`config.mk`:
```
export PLATFORM = sky130hd
export DESIGN_NAME = run_sequencer
export DESIGN_NICKNAME = d
export VERILOG_FILES = /design/src/rtl/run_sequencer.sv
export SDC_FILE = /design/constraint.sdc
export NUM_CORES = 1
export LEC_CHECK = 0
export ABC_AREA = 1
export CAP_MARGIN = 20
export CORE_AREA = 3 3 113 88
export CTS_CLUSTER_SIZE = 40
export DETAILED_ROUTE_END_ITERATION = 10
export DIE_AREA = 0 0 116 91
export SLEW_MARGIN = 15
export SYNTH_ARGS = -nofsm -noshare
export SYNTH_HDL_FRONTEND = slang
export SYNTH_SLANG_ARGS = --single-unit
```
`constraint.sdc`:
```
create_clock -name CLK -period 2.25 [get_ports CLK]
set_input_delay 0.3375 -clock CLK [delete_from_list [all_inputs] [get_ports CLK]]
set_output_delay 0.3375 -clock CLK [all_outputs]
set_load 0.02 [all_outputs]
```
`src/rtl/run_sequencer.sv`:
```
//------------------------------------------------------------------------------
// Module      : run_sequencer
// Description : Runs NPROG processor programs back-to-back. For each program
//               the core is held in init (core_start) for START_CYCLES cycles
//               with the program's start address presented, then the run time
//               is counted until core_done. A run that exceeds TIMEOUT cycles
//               parks the sequencer in an error state with the core held in
//               init until the next go.
// Ports       : CLK           - clock, rising edge
//               reset_n       - synchronous active-low reset
//               go            - start (or restart) the program sequence
//               core_done     - done flag from the processor (RUN only)
//               core_start    - processor init, high in START and ERR
//               start_address - PC load value of the current program
//               prog_idx      - index of the current program
//               busy          - high in START/RUN/NEXT
//               all_done      - high once every program has completed
//               timeout_err   - high after a run exceeded TIMEOUT
//               cycle_valid   - one-cycle pulse per completed program
//               cycle_ct      - run cycle count of the last completed program
// Revision    : 1.0 - initial release
//------------------------------------------------------------------------------
`timescale 1ns/1ps
`default_nettype none

module run_sequencer #(
  parameter int            NPROG        = 3,
  parameter int            AW           = 10,
  parameter logic [AW-1:0] ADDR0        = AW'(0),
  parameter logic [AW-1:0] ADDR1        = AW'(128),
  parameter logic [AW-1:0] ADDR2        = AW'(256),
  parameter logic [AW-1:0] ADDR3        = AW'(384),
  parameter int            START_CYCLES = 2,
  parameter logic [15:0]   TIMEOUT      = 16'hFFFF
) (
  input  logic          CLK,
  input  logic          reset_n,
  input  logic          go,
  input  logic          core_done,
  output logic          core_start,
  output logic [AW-1:0] start_address,
  output logic [1:0]    prog_idx,
  output logic          busy,
  output logic          all_done,
  output logic          timeout_err,
  output logic          cycle_valid,
  output logic [15:0]   cycle_ct
);

  localparam logic [15:0] START_LAST = 16'(START_CYCLES - 1);
  localparam logic [1:0]  LAST_IDX   = 2'(NPROG - 1);

  typedef enum logic [2:0] {
    ST_IDLE  = 3'd0,
    ST_START = 3'd1,
    ST_RUN   = 3'd2,
    ST_NEXT  = 3'd3,
    ST_DONE  = 3'd4,
    ST_ERR   = 3'd5
  } state_t;

  state_t          state_q, state_d;
  logic [1:0]      prog_idx_q, prog_idx_d;
  logic [15:0]     start_cnt_q, start_cnt_d;
  logic [15:0]     run_cnt_q, run_cnt_d;
  logic            cycle_valid_q, cycle_valid_d;
  logic [15:0]     cycle_ct_q, cycle_ct_d;
  logic            core_start_q;
  logic            busy_q;
  logic            all_done_q;
  logic            timeout_err_q;
  logic [AW-1:0]   start_addr_q;

  function automatic logic [AW-1:0] addr_of(input logic [1:0] idx);
    case (idx)
      2'd0:    addr_of = ADDR0;
      2'd1:    addr_of = ADDR1;
      2'd2:    addr_of = ADDR2;
      default: addr_of = ADDR3;
    endcase
  endfunction

  always_comb begin
    state_d       = state_q;
    prog_idx_d    = prog_idx_q;
    start_cnt_d   = start_cnt_q;
    run_cnt_d     = run_cnt_q;
    cycle_valid_d = 1'b0;
    cycle_ct_d    = cycle_ct_q;
    case (state_q)
      ST_IDLE, ST_DONE, ST_ERR: begin
        if (go) begin
          state_d     = ST_START;
          prog_idx_d  = 2'd0;
          start_cnt_d = 16'd0;
        end
      end
      ST_START: begin
        if (start_cnt_q == START_LAST) begin
          state_d   = ST_RUN;
          run_cnt_d = 16'd0;
        end else begin
          start_cnt_d = start_cnt_q + 16'd1;
        end
      end
      ST_RUN: begin
        // done wins over the timeout check when both land in one cycle
        if (core_done) begin
          cycle_valid_d = 1'b1;
          cycle_ct_d    = run_cnt_q;
          state_d       = (prog_idx_q == LAST_IDX) ? ST_DONE : ST_NEXT;
        end else if (run_cnt_q == TIMEOUT) begin
          state_d = ST_ERR;
        end else begin
          run_cnt_d = run_cnt_q + 16'd1;
        end
      end
      ST_NEXT: begin
        state_d     = ST_START;
        prog_idx_d  = prog_idx_q + 2'd1;
        start_cnt_d = 16'd0;
      end
      default: begin
        state_d = ST_IDLE;
      end
    endcase
  end

  // Status outputs are decoded from the next state so that they are
  // registered yet always agree with the current state.
  always_ff @(posedge CLK) begin
    if (!reset_n) begin
      state_q       <= ST_IDLE;
      prog_idx_q    <= 2'd0;
      start_cnt_q   <= 16'd0;
      run_cnt_q     <= 16'd0;
      cycle_valid_q <= 1'b0;
      cycle_ct_q    <= 16'd0;
      core_start_q  <= 1'b0;
      busy_q        <= 1'b0;
      all_done_q    <= 1'b0;
      timeout_err_q <= 1'b0;
      start_addr_q  <= '0;
    end else begin
      state_q       <= state_d;
      prog_idx_q    <= prog_idx_d;
      start_cnt_q   <= start_cnt_d;
      run_cnt_q     <= run_cnt_d;
      cycle_valid_q <= cycle_valid_d;
      cycle_ct_q    <= cycle_ct_d;
      core_start_q  <= (state_d == ST_START) || (state_d == ST_ERR);
      busy_q        <= (state_d == ST_START) || (state_d == ST_RUN) ||
                       (state_d == ST_NEXT);
      all_done_q    <= (state_d == ST_DONE);
      timeout_err_q <= (state_d == ST_ERR);
      start_addr_q  <= (state_d == ST_IDLE) ? '0 : addr_of(prog_idx_d);
    end
  end

  assign core_start    = core_start_q;
  assign start_address = start_addr_q;
  assign prog_idx      = prog_idx_q;
  assign busy          = busy_q;
  assign all_done      = all_done_q;
  assign timeout_err   = timeout_err_q;
  assign cycle_valid   = cycle_valid_q;
  assign cycle_ct      = cycle_ct_q;

endmodule

`default_nettype wire

```
==> results of run 1 <==
[cells in the mapped netlist, drive strengths merged]
library cell and count:
o21ai 33, nor2 59, o211a 1, dfxtp 60, nor4 2, xor2 11, buf 13, or2 1
conb 1, inv 46, nand2 92, clkinv 1, a21oi 45, nand4 13, nor3b 2, ha 4
clkbuf 6, nor3 20, nand3 27
[critical path, stage by stage, from the launching register on]
cell                      delay, ns
sky130_fd_sc_hd__dfxtp_1       0.40
sky130_fd_sc_hd__ha_1          0.22
sky130_fd_sc_hd__nand2_1       0.11
sky130_fd_sc_hd__nor2_2        0.17
sky130_fd_sc_hd__nand2_1       0.17
sky130_fd_sc_hd__o21ai_2       0.21
sky130_fd_sc_hd__nand2_4       0.10
sky130_fd_sc_hd__nand2_8       0.15
sky130_fd_sc_hd__inv_4         0.11
sky130_fd_sc_hd__nand2_1       0.08
sky130_fd_sc_hd__a21oi_1       0.06
[cell families (layout without fill, tap and decap cells)]
| kind of cell | Yosys count | in the layout | share of synthesized area [%] |
|---|---|---|---|
| and+or+nand+nor | 216 | 216 | 32.47 |
| AOI/OAI and AO/OA | 79 | 79 | 13.63 |
| buffers and inverters | 66 | 94 | 9.967 |
| DFF | 60 | 60 | 39.06 |
| xor gates and xnor gates | 11 | 11 | 3.133 |
| adders and majority gates | 4 | 4 | 1.627 |
| other | 1 | 8 | 0.1219 |
[metrics by stage]
| stage | hold slack, ns | setup WS, ns | instances | util [%] |
|---|---|---|---|---|
| floorplan | 0.4275 | 0.5863 | 444 | - |
| detailed placement | 0.4728 | 0.2359 | 568 | 38.31 |
| finish | 0.4742 | 0.3180 | 584 | 41.33 |
| CTS | 0.4840 | 0.3096 | 584 | 41.33 |
| global route | 0.5066 | 0.1257 | 584 | 41.33 |
| global placement | 0.4671 | 0.2758 | 568 | 38.31 |
[power by group]
| group | switching [mW] | leakage (nW) | internal (mW) | total [mW] |
|---|---|---|---|---|
| Clock | 0.490 | 0.124 | 0.741 | 1.23 |
| Combinational | 0.166 | 0.722 | 0.0714 | 0.238 |
| Sequential | 0.0206 | 0.485 | 1.08 | 1.11 |
[how the worst min path moves through the flow]
stage               cells after the start     endpoint  slack (ns)
floorplan                               1  cycle_ct[0]        0.43
global placement                        2  cycle_ct[6]        0.47
detailed placement                      2  cycle_ct[9]        0.47
CTS                                     2  cycle_ct[9]        0.48
global route                            2  cycle_ct[9]        0.51
finish                                  2  cycle_ct[9]        0.47
[area by class of cell]
cell class,count,area share [%]
multi-input combinational,318,43.17
sequential,60,32.53
inverter,47,4.981
tap,112,3.795
clock buffer,10,6.201
timing repair buffer,31,8.201
clock inverter,6,1.118
[sequential cells by signal, summed over array words and instances (netlist names)]
register       count
busy               1
start_cnt_q       16
state_q            3
cycle_ct          16
timeout_err        1
all_done           1
cycle_valid        1
start_address      2
core_start         1
prog_idx           2
run_cnt_q         16
[layer usage]
metal	routed length (um)	vias to the layer above
met4	111	0
met5	0	-
met2	3111	63
li1	-	1482
met1	3828	1261
met3	360	11
==> metrics.txt, run 1 <==
# TYPE chip_impl_metric gauge
chip_impl_info{name="outcome",value="finished, final reports clean"} 1
chip_impl_metric{name="io-pin-count",unit=""} 37
chip_impl_metric{name="post_cts.resized_instances",unit=""} 0
chip_impl_metric{name="grt_antenna_before_repair",unit=""} 0
chip_impl_metric{name="layout-drive-gt1-share",unit="%"} 7.839
chip_impl_info{name="worstSetupEndpoint",value="run_cnt_q[13]"} 1
chip_impl_metric{name="floorplan.die_area",unit="mm2"} 0.01056
chip_impl_info{name="grt_busiest_layer",value="met2"} 1
chip_impl_info{name="crit_path_start_kind",value="flop"} 1
chip_impl_metric{name="grt_start_max_net_pins",unit=""} 27
chip_impl_info{name="criticalPathCategory",value="reg -> reg"} 1
chip_impl_info{name="most-common-layout-cells",value="sky130_fd_sc_hd__nand2_1 (86), sky130_fd_sc_hd__dfxtp_1 (60), sky130_fd_sc_hd__nor2_1 (55)"} 1
chip_impl_info{name="grt_setup_unrepaired",value="no"} 1
chip_impl_metric{name="power-per-cell-area",unit="mW/mm2"} 697.1
chip_impl_metric{name="filler_cell_count",unit=""} 952
chip_impl_metric{name="gpl.final_weighted_congestion",unit=""} 0.9294
chip_impl_metric{name="numCtsBuffers",unit=""} 9
chip_impl_metric{name="regToRegSetupSlack",unit="ns"} 0.32
chip_impl_metric{name="num_antenna_cells",unit=""} 0
chip_impl_metric{name="placement.io_buffers",unit=""} 28
chip_impl_metric{name="post-route-drc-count",unit=""} 0
chip_impl_metric{name="postRouteWirelength",unit="um"} 7411
chip_impl_metric{name="cp_data_required_time",unit="ns"} 2.42
chip_impl_metric{name="crit_fanout",unit=""} 17
chip_impl_metric{name="fp-row-count",unit=""} 30
chip_impl_metric{name="drt_iter0_drc",unit=""} 111
chip_impl_metric{name="grtUsageMet1",unit="%"} 20.07
chip_impl_metric{name="final.min_clock_period",unit="ns"} 1.932
chip_impl_metric{name="synthDistinctLibCells",unit=""} 31
chip_impl_metric{name="timing.max_cap.violations",unit=""} 0
chip_impl_metric{name="final.period_utilization",unit="%"} 85.86
chip_impl_metric{name="power.ir.vdd_worst",unit="mV"} 0.3487
chip_impl_metric{name="setup_fix_buffers_added_after_clock_tree_synthesis",unit=""} 0
chip_impl_metric{name="tightestPinTransition",unit="ns"} 0.6632
chip_impl_metric{name="first_global_vias",unit=""} 2576
chip_impl_metric{name="clkTransAtPathRegs",unit="ns"} 0.06
chip_impl_metric{name="power.leakage",unit="nW"} 1.332
chip_impl_metric{name="post_synth_inst_count",unit=""} 437
chip_impl_metric{name="die_height",unit="um"} 91
chip_impl_metric{name="placed_cell_area",unit="mm2"} 0.003422
chip_impl_metric{name="cp.arrival",unit="ns"} 2.11
chip_impl_metric{name="timing.setup.tns",unit="ns"} 0
chip_impl_info{name="post-synth-top-area-cell",value="sky130_fd_sc_hd__dfxtp_1"} 1
chip_impl_info{name="cts.root.buffer_cell",value="sky130_fd_sc_hd__clkbuf_16"} 1
chip_impl_info{name="capture_point_of_the_worst_reg_to_reg_path",value="run_cnt_q[13]"} 1
chip_impl_metric{name="met3_usage",unit="%"} 4.330
chip_impl_metric{name="wl_per_cell",unit="um"} 12.69
chip_impl_metric{name="routed_via_density",unit=""} 4.824
chip_impl_metric{name="syn_avg_cell_area",unit="um2"} 7.038
chip_impl_metric{name="flip_flop_and_latch_count_after_synthesis",unit=""} 60
chip_impl_metric{name="grtUsageMet2",unit="%"} 20.88
chip_impl_metric{name="via_count",unit=""} 2817
chip_impl_metric{name="core_region_area",unit="mm2"} 0.008934
chip_impl_metric{name="slew_headroom",unit="%"} 55.74
chip_impl_info{name="tritoncts",value="yes"} 1
chip_impl_metric{name="width_of_the_chip",unit="um"} 116
chip_impl_metric{name="clkSinkCount",unit=""} 60
chip_impl_metric{name="num-nets-final",unit=""} 475
chip_impl_info{name="synth_top_cells_by_area",value="sky130_fd_sc_hd__dfxtp_1 (39%), sky130_fd_sc_hd__nand2_1 (10%), sky130_fd_sc_hd__a21oi_1 (7.0%)"} 1
chip_impl_info{name="min_path_type",value="reg -> reg"} 1
chip_impl_metric{name="ys_seq_area_share",unit="%"} 39.06
chip_impl_metric{name="layout.cell_area.non_filler",unit="mm2"} 0.003692
chip_impl_metric{name="synth.cell_area",unit="mm2"} 0.003075
chip_impl_metric{name="hpwl",unit="um"} 5352
chip_impl_metric{name="grt.total_usage",unit="%"} 14.41
chip_impl_metric{name="cts_htree_levels",unit=""} 3
chip_impl_metric{name="setup_skew",unit="ns"} 0.008129
chip_impl_metric{name="cts_max_path_buffers",unit=""} 2
chip_impl_metric{name="setup-violations-final",unit=""} 0
chip_impl_metric{name="first_pass_grt_wire_length",unit="um"} 12170
chip_impl_info{name="endpoint_kind_of_the_worst_setup_timing_path",value="flop"} 1
chip_impl_info{name="startpoint",value="run_cnt_q[0]"} 1
chip_impl_metric{name="max_freq",unit="MHz"} 517.6
chip_impl_metric{name="drt-pass1-iter-count",unit=""} 4
chip_impl_metric{name="timing.reg2reg.worst_path_depth",unit=""} 10
chip_impl_metric{name="synthesis.yosys.warnings",unit=""} 0
chip_impl_metric{name="ff_latch_area",unit="mm2"} 0.001201
chip_impl_metric{name="final-max-slew-violation-count",unit=""} 0
chip_impl_metric{name="multiInputGateArea",unit="mm2"} 0.001594
chip_impl_info{name="mostFrequentLayoutCell",value="sky130_fd_sc_hd__nand2_1"} 1
chip_impl_info{name="rr_startpoint",value="run_cnt_q[0]"} 1
chip_impl_metric{name="synth_top_cell_area_share",unit="%"} 39.06
chip_impl_metric{name="area_growth",unit="%"} 20.06
chip_impl_metric{name="clock_insertion_delay_worst_skew",unit="ns"} 0.32
chip_impl_info{name="hold_start",value="cycle_ct[9]"} 1
chip_impl_metric{name="ant_nets",unit=""} 0
chip_impl_metric{name="timing_hold_violations_final",unit=""} 0
chip_impl_metric{name="starting_density",unit="%"} 34.43
chip_impl_metric{name="grt_overflow_total",unit=""} 0
chip_impl_metric{name="postCtsHoldBufs",unit=""} 0
chip_impl_metric{name="post-layout-total-power",unit="mW"} 2.574
Note: power is estimated with default switching activity, not from simulation.
==> run 2: changes to the inputs <==
--- a/config.mk
+++ b/config.mk
@@ -7,10 +7,11 @@
 export LEC_CHECK = 0
 export ABC_AREA = 1
 export CAP_MARGIN = 20
-export CORE_AREA = 3 3 113 88
+export CORE_AREA = 3 3 90 71
 export CTS_CLUSTER_SIZE = 40
 export DETAILED_ROUTE_END_ITERATION = 10
-export DIE_AREA = 0 0 116 91
+export DIE_AREA = 0 0 93 74
+export PLACE_DENSITY = 0.78
 export SLEW_MARGIN = 15
 export SYNTH_ARGS = -nofsm -noshare
 export SYNTH_HDL_FRONTEND = slang
==> run 2 against run 1 <==
  * Clock power is 18% lower
  * Cell count is 5.7% lower
  * Critical path type unchanged
  * Largest power group is now registers
  * Via count is 4.2% higher
  * Highest routed layer unchanged
==> metrics.txt, run 2 (synthesis results as in run 1) <==
# TYPE chip_impl_metric gauge
chip_impl_info{name="endpoint_kind_of_the_worst_setup_timing_path",value="flop"} 1
chip_impl_metric{name="place_inst",unit=""} 535
chip_impl_metric{name="grt.total_usage",unit="%"} 22.37
chip_impl_metric{name="final-max-slew-violation-count",unit=""} 0
chip_impl_info{name="rr_startpoint",value="state_q[0]"} 1
chip_impl_metric{name="clkSinkCount",unit=""} 60
chip_impl_metric{name="numCtsBuffers",unit=""} 9
chip_impl_info{name="criticalPathCategory",value="reg -> reg"} 1
chip_impl_info{name="min_path_type",value="reg -> reg"} 1
chip_impl_metric{name="cp_slowest_stage_delay",unit="ns"} 0.55
chip_impl_metric{name="timing.setup.tns",unit="ns"} 0
chip_impl_metric{name="die_height",unit="um"} 74
chip_impl_info{name="cts.root.buffer_cell",value="sky130_fd_sc_hd__clkbuf_8"} 1
chip_impl_metric{name="internal_power",unit="mW"} 1.723
chip_impl_metric{name="final.period_utilization",unit="%"} 86.26
chip_impl_metric{name="cts_max_path_buffers",unit=""} 2
chip_impl_metric{name="ant_nets",unit=""} 0
chip_impl_metric{name="crit_fanout",unit=""} 16
chip_impl_info{name="mostFrequentLayoutCell",value="sky130_fd_sc_hd__nand2_1"} 1
chip_impl_metric{name="first_pass_grt_wire_length",unit="um"} 12210
chip_impl_metric{name="floorplan.die_area",unit="mm2"} 0.006882
chip_impl_metric{name="max_freq",unit="MHz"} 515.2
chip_impl_metric{name="core_region_area",unit="mm2"} 0.005645
chip_impl_metric{name="placement.io_buffers",unit=""} 28
chip_impl_metric{name="seqPwrFrac",unit="%"} 47.1
chip_impl_metric{name="slew_headroom",unit="%"} 66.79
chip_impl_metric{name="wl_per_cell",unit="um"} 13.00
chip_impl_metric{name="timing.max_cap.violations",unit=""} 0
chip_impl_metric{name="post_cts.resized_instances",unit=""} 0
chip_impl_metric{name="grt_antenna_before_repair",unit=""} 0
chip_impl_metric{name="area_growth",unit="%"} 16.72
chip_impl_metric{name="post_layout_nonfiller_instances",unit=""} 551
chip_impl_metric{name="routed_via_density",unit=""} 5.328
chip_impl_metric{name="post-route-drc-count",unit=""} 0
chip_impl_metric{name="via_count",unit=""} 2936
chip_impl_metric{name="power.leakage",unit="nW"} 1.314
chip_impl_metric{name="postRouteWirelength",unit="um"} 7164
chip_impl_info{name="outcome",value="finished, final reports clean"} 1
chip_impl_metric{name="drt_iter0_drc",unit=""} 256
chip_impl_metric{name="num-nets-final",unit=""} 476
chip_impl_metric{name="hpwl",unit="um"} 5168
chip_impl_metric{name="drt-pass1-iter-count",unit=""} 4
chip_impl_info{name="most-common-layout-cells",value="sky130_fd_sc_hd__nand2_1 (86), sky130_fd_sc_hd__dfxtp_1 (60), sky130_fd_sc_hd__nor2_1 (55)"} 1
chip_impl_metric{name="cp_data_required_time",unit="ns"} 2.53
chip_impl_metric{name="gpl.final_weighted_congestion",unit=""} 0.9399
chip_impl_metric{name="tightestPinTransition",unit="ns"} 0.4943
chip_impl_metric{name="postCtsHoldBufs",unit=""} 0
chip_impl_metric{name="power.ir.vdd_worst",unit="mV"} 0.4973
chip_impl_metric{name="setup_skew",unit="ns"} 0.009831
chip_impl_metric{name="net-switching-power",unit="uW"} 621.7
chip_impl_metric{name="clkTransAtPathRegs",unit="ns"} 0.07
chip_impl_metric{name="timing.critical_path.buf_inv",unit=""} 1
chip_impl_metric{name="fraction_of_power_consumed_by_the_clock_network",unit="%"} 43.0
chip_impl_metric{name="grt_overflow_total",unit=""} 0
chip_impl_metric{name="setup-violations-final",unit=""} 0
chip_impl_metric{name="cp.arrival",unit="ns"} 2.22
chip_impl_info{name="worst_path_dominant_cell_family",value="simple AND/OR/NAND/NOR gates"} 1
chip_impl_metric{name="grt_start_max_net_pins",unit=""} 27
chip_impl_metric{name="setup_fix_buffers_added_after_clock_tree_synthesis",unit=""} 0
chip_impl_metric{name="timing_hold_violations_final",unit=""} 0
chip_impl_info{name="hold_start",value="cycle_ct[12]"} 1
chip_impl_metric{name="width_of_the_chip",unit="um"} 93
chip_impl_metric{name="cts_htree_levels",unit=""} 3
chip_impl_metric{name="first_global_vias",unit=""} 2667
chip_impl_metric{name="layout-drive-gt1-share",unit="%"} 8.034
chip_impl_metric{name="final.min_clock_period",unit="ns"} 1.941
chip_impl_info{name="crit_chain",value="nand2_4, nor2_8, nand3_1, nand2_2, inv_1, nand2_1, o21ai_0, a21oi_1"} 1
chip_impl_metric{name="fp-row-count",unit=""} 24
chip_impl_info{name="tritoncts",value="yes"} 1
chip_impl_metric{name="num_antenna_cells",unit=""} 0
chip_impl_metric{name="starting_density",unit="%"} 54.48
chip_impl_metric{name="io-pin-count",unit=""} 37
chip_impl_info{name="crit_path_start_kind",value="flop"} 1
chip_impl_metric{name="power-per-cell-area",unit="mW/mm2"} 653.3
chip_impl_metric{name="clock_insertion_delay_worst_skew",unit="ns"} 0.35
chip_impl_info{name="grt_setup_unrepaired",value="no"} 1
chip_impl_info{name="startpoint",value="state_q[0]"} 1
chip_impl_info{name="critical-path-slowest-cell",value="sky130_fd_sc_hd__dfxtp_1"} 1
chip_impl_metric{name="sw_frac_of_total",unit="%"} 26.51
chip_impl_metric{name="power_frac_comb",unit="%"} 10.0
[run 2: layout make-up]
type | instances | area (um2)
Tap cell | 78 | 97.59
Clock buffer | 12 | 155.1
Fill cell | 518 | 2056
Sequential cell | 60 | 1201
Timing Repair Buffer | 32 | 310.3
Clock inverter | 4 | 47.55
Inverter | 47 | 183.9
Multi-Input combinational cell | 318 | 1594
[run 2: layer usage]
metal | vias up | share of wire, % | global-route usage (%)
li1 | 1475 | - | -
met1 | 1348 | 50 | 30.85
met2 | 101 | 42 | 34.16
met3 | 12 | 6.6 | 6.471
met4 | 0 | 1.5 | 7.154
met5 | - | 0 | 0
[run 2: power by group through the flow]
stage,logic (mW),registers (mW),clock network [mW]
6_report,0.234,1.10,1.01
5_1_grt,0.262,1.11,1.07
4_1_cts,0.233,1.10,1.03
3_5_place_dp,0.232,1.13,0
3_3_place_gp,0.228,1.13,0
2_1_floorplan,0.179,1.14,0
[run 2: final timing paths]
path | endpoint | slack (ns) | cells past startpoint
max | start_cnt_q[2] | 0.31 | 8
min reg2reg | cycle_ct[12] | 0.49 | 2
min | cycle_ct[12] | 0.49 | 2
max reg2reg | start_cnt_q[2] | 0.31 | 8
[run 2: tightest hold or removal path: stages (launching register included)]
cell and delay, ns:
sky130_fd_sc_hd__dfxtp_1 0.33, sky130_fd_sc_hd__nor2_1 0.05, sky130_fd_sc_hd__nor2_1 0.08
[run 2: metrics by stage]
| stage | worst slack (ns) | instance area (um2) | utilization [%] | total power, mW | hold WS [ns] |
|---|---|---|---|---|---|
| floorplan | 0.5863 | 3102 | - | 1.315 | 0.4275 |
| finish | 0.3091 | 3590 | 63.59 | 2.345 | 0.4862 |
| global route | 0.07988 | 3590 | 63.59 | 2.438 | 0.5114 |
| detailed placement | 0.2518 | 3387 | 60.00 | 1.360 | 0.4803 |
| global placement | 0.3068 | 3387 | 60.00 | 1.355 | 0.4628 |
| CTS | 0.3217 | 3590 | 63.59 | 2.365 | 0.4937 |
==> run 3: changes to the inputs <==
--- a/config.mk
+++ b/config.mk
@@ -12,7 +12,6 @@
 export DETAILED_ROUTE_END_ITERATION = 10
 export DIE_AREA = 0 0 93 74
 export PLACE_DENSITY = 0.78
-export SLEW_MARGIN = 15
 export SYNTH_ARGS = -nofsm -noshare
 export SYNTH_HDL_FRONTEND = slang
 export SYNTH_SLANG_ARGS = --single-unit
==> results of run 3 <==
Final layout, timing and power as in run 2 (identical DEF).
